==> src/rtl/reg_wb_scoreboard.sv <==
// Writeback register and per-register pending-write scoreboard placed in front
// of the register file. Counts dispatched-but-uncommitted writes per register,
// holds each retiring result for one cycle as the reg file write, and reports
// busy/forward status for two source operands. Register 0 is never tracked.
module reg_wb_scoreboard #(
    parameter int DATA_WIDTH = 32,
    parameter int ADDR_WIDTH = 5,
    parameter int CNT_WIDTH  = 2
) (
    input  logic                  clk,
    input  logic                  rst_n,
    input  logic                  iss_valid,
    input  logic [ADDR_WIDTH-1:0] iss_waddr,
    output logic                  iss_ready,
    input  logic [ADDR_WIDTH-1:0] rs1_addr,
    input  logic [ADDR_WIDTH-1:0] rs2_addr,
    output logic                  rs1_busy,
    output logic                  rs2_busy,
    output logic                  rs1_fwd,
    output logic                  rs2_fwd,
    output logic [DATA_WIDTH-1:0] rs1_fwd_data,
    output logic [DATA_WIDTH-1:0] rs2_fwd_data,
    input  logic                  ret_valid,
    input  logic [ADDR_WIDTH-1:0] ret_waddr,
    input  logic [DATA_WIDTH-1:0] ret_wdata,
    output logic                  rf_wen,
    output logic [ADDR_WIDTH-1:0] rf_waddr,
    output logic [DATA_WIDTH-1:0] rf_wdata
);

    localparam int                   NREGS   = 2 ** ADDR_WIDTH;
    localparam logic [CNT_WIDTH-1:0] CNT_MAX = '1;
    localparam logic [CNT_WIDTH-1:0] CNT_ONE = CNT_WIDTH'(1);

    logic [CNT_WIDTH-1:0]  r_cnt [NREGS];
    logic                  r_rf_wen;
    logic [ADDR_WIDTH-1:0] r_rf_waddr;
    logic [DATA_WIDTH-1:0] r_rf_wdata;

    logic                  w_fire;
    logic [NREGS-1:0]      w_inc;
    logic [NREGS-1:0]      w_dec;
    logic [1:0]            w_rs1_status;
    logic [1:0]            w_rs2_status;

    // Status of one source operand: {busy, fwd}. Forwarding is only legal when
    // the write sitting in WB is the last one outstanding for that register.
    function automatic logic [1:0] f_status(
        input logic [ADDR_WIDTH-1:0] addr,
        input logic [CNT_WIDTH-1:0]  cnt,
        input logic                  wen,
        input logic [ADDR_WIDTH-1:0] waddr
    );
        logic hit;
        logic fwd;
        logic busy;
        hit  = wen && (waddr == addr) && (addr != '0);
        fwd  = hit && (cnt == CNT_ONE);
        busy = (addr != '0) && (cnt != '0) && !fwd;
        return {busy, fwd};
    endfunction

    // Dispatch is refused only when the destination counter is already full;
    // the check uses the counter before this edge's commit is applied.
    assign iss_ready = !(iss_valid && (iss_waddr != '0) && (r_cnt[iss_waddr] == CNT_MAX));
    assign w_fire    = iss_valid && iss_ready && (iss_waddr != '0);

    // Per-register increment (dispatch) and decrement (commit) requests.
    always_comb begin
        w_inc = '0;
        w_dec = '0;
        for (int i = 1; i < NREGS; i++) begin
            w_inc[i] = w_fire && (iss_waddr == ADDR_WIDTH'(i));
            w_dec[i] = r_rf_wen && (r_rf_waddr == ADDR_WIDTH'(i)) && (r_cnt[i] != '0);
        end
    end

    // Pending-write counters; simultaneous inc and dec on one register cancel.
    always_ff @(posedge clk or negedge rst_n) begin
        if (!rst_n) begin
            for (int i = 0; i < NREGS; i++) r_cnt[i] <= '0;
        end else begin
            r_cnt[0] <= '0;
            for (int i = 1; i < NREGS; i++) begin
                if (w_inc[i] && !w_dec[i])
                    r_cnt[i] <= r_cnt[i] + CNT_ONE;
                else if (w_dec[i] && !w_inc[i])
                    r_cnt[i] <= r_cnt[i] - CNT_ONE;
            end
        end
    end

    // Writeback register: captures each retiring result for one cycle.
    always_ff @(posedge clk or negedge rst_n) begin
        if (!rst_n) begin
            r_rf_wen   <= 1'b0;
            r_rf_waddr <= '0;
            r_rf_wdata <= '0;
        end else begin
            r_rf_wen   <= ret_valid && (ret_waddr != '0);
            r_rf_waddr <= ret_waddr;
            r_rf_wdata <= ret_wdata;
        end
    end

    assign w_rs1_status = f_status(rs1_addr, r_cnt[rs1_addr], r_rf_wen, r_rf_waddr);
    assign w_rs2_status = f_status(rs2_addr, r_cnt[rs2_addr], r_rf_wen, r_rf_waddr);

    assign rs1_busy     = w_rs1_status[1];
    assign rs1_fwd      = w_rs1_status[0];
    assign rs2_busy     = w_rs2_status[1];
    assign rs2_fwd      = w_rs2_status[0];
    assign rs1_fwd_data = rs1_fwd ? r_rf_wdata : '0;
    assign rs2_fwd_data = rs2_fwd ? r_rf_wdata : '0;

    assign rf_wen   = r_rf_wen;
    assign rf_waddr = r_rf_waddr;
    assign rf_wdata = r_rf_wdata;

endmodule

==> config.mk <==
export PLATFORM = sky130hd
export DESIGN_NAME = reg_wb_scoreboard
export DESIGN_NICKNAME = d
export VERILOG_FILES = /design/src/rtl/reg_wb_scoreboard.sv
export SDC_FILE = /design/constraint.sdc
export NUM_CORES = 1
export LEC_CHECK = 0
export ABC_AREA = 1
export CORE_UTILIZATION = 35
export DETAILED_ROUTE_END_ITERATION = 16
export PLACE_DENSITY_LB_ADDON = 0.2
export SLEW_MARGIN = 10
export SYNTH_ARGS = -nofsm -noshare
export SYNTH_HDL_FRONTEND = slang
export SYNTH_SLANG_ARGS = --single-unit
export TNS_END_PERCENT = 30
==> constraint.sdc <==
create_clock -name clk -period 3.57 [get_ports clk]
set_input_delay 0.8925 -clock clk [delete_from_list [all_inputs] [get_ports clk]]
set_output_delay 0.8925 -clock clk [all_outputs]
set_load 0.01 [all_outputs]
## Word level (Yosys, flattened, before mapping)

Cells that the tools add are included.

- $lt $le $gt $ge: 3
- Add/subtract/negate cells: 62
- Multiplexer cells: 73
- Bitwise operators: 3
- Equal/unequal tests: 67
- Reductions and logical operators: 303

Operators by type and width:

| cell | number |
|---|---|
| logical AND 1 bit | 170 |
| == test 5 bit (second input constant) | 32 |
| 2-to-1 mux 2 bit | 68 |
| nonzero test 2 bit | 64 |
| == test 5 x 4 -> 1 bit (second input constant) | 16 |
| zero test 1 bit | 65 |
| 2-to-1 mux 32 bit | 2 |
| adder 2 x 1 -> 2 bit (second input constant) | 31 |
| subtractor 2 x 1 -> 2 bit (second input constant) | 31 |
| == test 5 x 3 -> 1 bit (second input constant) | 8 |
| binary-select mux 2 bit (select 5 bit) | 3 |
| == test 5 x 2 -> 1 bit (second input constant) | 4 |
| nonzero test 5 bit | 4 |
| greater-or-equal comparator 6 bit (second input constant) | 3 |
| inverter 5 -> 6 bit | 3 |
| == test 5 x 1 -> 1 bit (second input constant) | 2 |
| == test 5 bit | 2 |
| == test 2 x 1 -> 1 bit (second input constant) | 2 |
| == test 2 bit (second input constant) | 1 |

- Input port bits: 56
- Word-level logic and storage cells: 545
- Bits in registers: 100

## Depth between registers and ports, before layout

- Word-level depth: 14
- Depth in mapped cells: 19
- Depth with buffers taken out: 16

## Worst setup path after synthesis

No wires, ideal clock.

- Path kind: input to output
- Start: in rs1_addr[1]
- End: out rs1_fwd_data[10]
- Arrival: 2192 ps
- Data required time: 2678 ps
- Stages: 12
- Slack: 486 ps
- Path through: buf_2 > inv_4 > buf_2 > nand3_1 > nand3_1 > nand2_1 > nand2_1 > nand3_1 > nand2_1 > nand3_1 > buf_2 > nor2_1

- Longest elaborated chain between the ends: 7

RTL lines:

| element | line | text |
|---|---|---|
| start: declaration | 15 | `input logic [ADDR_WIDTH-1:0] rs1_addr,` |
| inverter 5 -> 6 bit (not written as such) | 106 | `assign w_rs1_status = f_status(rs1_addr, r_cnt[rs1_addr], r_rf_wen, r_rf_waddr);` |
| binary-select mux 2 bit (select 5 bit) | 106 |  |
| 2-to-1 mux 2 bit (not written as such) (2 in a row) | 106 |  |
| == test 2 x 1 -> 1 bit | 58 | `fwd = hit && (cnt == CNT_ONE);` |
| logical AND 1 bit (*) | 58 |  |
| 2-to-1 mux 32 bit (*) | 113 | `assign rs1_fwd_data = rs1_fwd ? r_rf_wdata : '0;` |
| end: declaration | 21 | `output logic [DATA_WIDTH-1:0] rs1_fwd_data,` |

Mark *: on every way between the ends. The rest lies on a longest branch, timed or not. The select of a mux whose other input is x is not followed.

## Worst setup path in the final report

- Start: in rs2_addr[0]
- End: out rs2_fwd_data[1]

- Longest elaborated chain between the ends: 7

RTL lines:

| element | line | text |
|---|---|---|
| start: declaration | 16 | `input logic [ADDR_WIDTH-1:0] rs2_addr,` |
| inverter 5 -> 6 bit (not written as such) | 107 | `assign w_rs2_status = f_status(rs2_addr, r_cnt[rs2_addr], r_rf_wen, r_rf_waddr);` |
| binary-select mux 2 bit (select 5 bit) | 107 |  |
| 2-to-1 mux 2 bit (not written as such) (2 in a row) | 107 |  |
| == test 2 x 1 -> 1 bit | 58 |  |
| logical AND 1 bit (*) | 58 |  |
| 2-to-1 mux 32 bit (*) | 114 | `assign rs2_fwd_data = rs2_fwd ? r_rf_wdata : '0;` |
| end: declaration | 22 | `output logic [DATA_WIDTH-1:0] rs2_fwd_data,` |

Marked as above.

==> summary.md <==
| Metric | Value |
|---|---|
| Status | finished, violations left |
| Failing checks | setup timing |
| Lkg Pwr | slightly above 5 nW |
| Syn_area_per_cell | between 6 and 7 um2 |
| Post-Layout Inst Area | approximately 0.010 mm2 |
| Final min period | approximately 3600 ps |
| Sequential-to-total area share from yosys stat | between 30% and 40% |
| WL per Instance | ~18 um |
| Critical Path Sink Type | output port |
| TritonCTS clock tree | built |
| Clock skew | 14.9 ps |
| Worst-margin pin slew | 689 ps |
| Fmax | around 280 MHz |
| Endpoints failing setup | 1 |
| Vias | 7884 |
| Vias per inst | around 5.0 |
| Final Non-Filler Cells | 1572 |
| Max-Cap Viols | 0 |
| Io pins | between 150 and 200 |
| DRT antenna net count | 0 |
| Drt total wl | roughly 28 mm |
| Dpl ws | -816 ps |
| Placed Cells | ~1600 |
| Clk slew on worst S/H paths | around 80 ps |
| Most frequent cells in the layout | 292 x nand2_1, 127 x nand3_1, 125 x nor2_1 |
| HPWL after DPL | 21.3 mm |
| Peak VDD IR | 0.248 mV |
| GR Overflow Total | 0 |
| Share of layout cells above drive strength 1 | roughly 14% |
| Worst path slowest cell | clkdlybuf4s15_1 |
| Crit path setup slack, layout | -16.7 ps |
| Flops & latches, synth | 100 |
| PD cells | just under 500 mW/mm2 |
| CP arrival | about 2700 ps |
| Worst r2r src | r_cnt[14] |
| Finished Core Util | between 40% and 50% |
| GPL Wtd Cong | about 1.0 |
| CTS H-Tree Depth | 3 |
| Number of buffers created by CTS | 9 |
| Global Route Usage Sum | 26.4% |
| DIE AREA | around 0.021 mm2 |
| Hold Path Class | input pin to async pin |
| Largest stage delay, worst path | roughly 250 ps |
| Unrepaired setup endpoints after global routing | yes |
| Syn Nets | ~1200 |
| Largest net degree at the start of global routing | between 50 and 60 |
| Clk root buf | clkbuf_16 |
| Placed instance area | ~0.0099 mm2 |
| Core area | about 0.020 mm2 |
| CP Cell Sequence | buf_4 > inv_2 > buf_12 > nand2_1 > nand3_1 > nand3_1 > nand3_2 > nand3_1 > nand2_2 > nand3_2 > buf_12 > nor2_1 > clkdlybuf4s15_1 |
| Detailed Routing Iterations Pass 1 | 6 |
| Reg2Reg Setup Slack | 970 ps |
| N_diodes | 0 |
| Reg-to-Reg End | r_cnt[35] |
| Critical path class | input pin to output port |
| Skew-Pair Late Insertion Delay | 370 ps |
| Area grow syn2layout | 39.6% |
| Initial Util | between 30% and 40% |
| Clock Tree Buf Depth | 2 |
| Fin. Hold Viols | 0 |
| Startpoint types | input pin |
| Fin nets | about 1400 |
| Sum Neg Setup Slack | -16.7 ps |
| Port Buf Inserts | ~160 |
| Netlist cell types | 27 |
| Iter 0 DRT Violations | 742 |
| CTS Sinks | 100 |
| Cell mode on critical path | nand3_1 |
| Initial antenna violation count | 0 |
| Site Rows | 52 |
| Pins Over Slew Limit | 0 |
| Final period utilization | 100% |
| Commonest non-fill, non-tap cell in the layout | nand2_1 |
| Vias in the first global route | 7583 |
| Die width | between 100 and 150 um |
| Final Power | 4.86 mW |
| Worst slew margin | between 50% and 60% |
| Syn Inst Count | ~1100 |
| Worst Path Required | 2680 ps |
| Hold slack | a little over 500 ps |
| Drt drc | 0 |
| Mapped Area | roughly 0.0072 mm2 |
| Fillcell total | roughly 2100 |
| Worst-path fanout max | 33 |
| YS warnings | 0 |
| Reg2reg path depth | 17 |
| First-pass GRT wire length | about 43 mm |
| Die Y | 146 um |
## final cells by class
| type | instances | area [um2] | area share, % |
|---|---|---|---|
| multi-input cells | 786 | 4050 | 40.0 |
| flip-flops and latches | 100 | 2500 | 24.7 |
| repair buffers | 264 | 2400 | 23.7 |
| inverters | 134 | 508 | 5.02 |
| well taps | 270 | 338 | 3.34 |
| clock buffers | 9 | 225 | 2.23 |
| clock inverters | 7 | 82.6 | 0.816 |
| repair inverters | 2 | 15.0 | 0.148 |
## registers in the layout (all words and copies together) (netlist names)
| signal | count |
|---|---|
| r_cnt | 62 |
| rf_wdata | 32 |
| rf_waddr | 5 |
| rf_wen | 1 |
## timing repair
item                                    4_1_cts  5_1_grt
pin swaps                                     1        1
buffers inserted                              0        0
endpoints found under the setup margin       69       68
gates resized for setup                     116       86
hold buffers                                  0        0
cloned                                        2        2
## cell families after synthesis
group	Yosys count	share of synthesized area (%)
buf+inv	181	10.2
xor+xnor	63	7.61
fa+ha+maj	31	5.35
simple gates	567	32.5
compound gates	125	9.77
flops	100	34.5
## worst max-delay path: cells and delay by family
family        cells  cell delay [ps]
buf+inv           5              840
simple gates      8              910
## Yosys cell counts
cell type    n  area, um2
nand3_1    131        656
buf_1        1       3.75
dfrtp_1    100       2500
nor2_4       1       11.3
nor2_1     127        477
clkinv_1     1       3.75
nand2_1    294       1100
buf_4        4       30.0
or4_1        1       7.51
nor2_2       2       12.5
o22ai_1      4       25.0
o21ai_1      1       5.00
o211ai_1    31        233
xnor2_1     39        342
nor3_1       1       5.00
o21ai_0     45        225
a21oi_1     44        220
nand3_2      3       30.0
xor2_1      24        210
inv_1      119        447
ha_1        31        388
clkbuf_1     8       30.0
inv_2       13       48.8
nand3_4      1       17.5
nand4_1      6       37.5
buf_2       34        170
inv_4        1       6.26
## routing by layer
layer  GRT usage [%]  vias up  share of wire (%)
li1                -     3849                  -
met1            35.4     3657                 44
met2            42.3      316                 46
met3            4.83       62                6.2
met4            9.53        0                3.2
met5               0        -                  0
## power breakdown
group | switching (mW) | internal [mW]
Sequential | 0.604 | 1.50
Clock | 0.494 | 0.558
Combinational | 0.986 | 0.726
## worst max-delay path by stage
stage | slack, ps | to | startpoint | cells past startpoint
after CTS | -20 | rs1_busy | rs1_addr[0] | 13
final | -20 | rs2_fwd_data[1] | rs2_addr[0] | 13
after detailed placement | -820 | rs2_fwd_data[1] | rs2_addr[0] | 14
after global routing | -70 | rs2_fwd_data[1] | rs2_addr[0] | 14
after global placement | -830 | rs2_fwd_data[27] | rs2_addr[0] | 14
after floorplan | 490 | rs1_fwd_data[10] | rs1_addr[1] | 12
No activity file was read; power rests on OpenSTA's default activity.
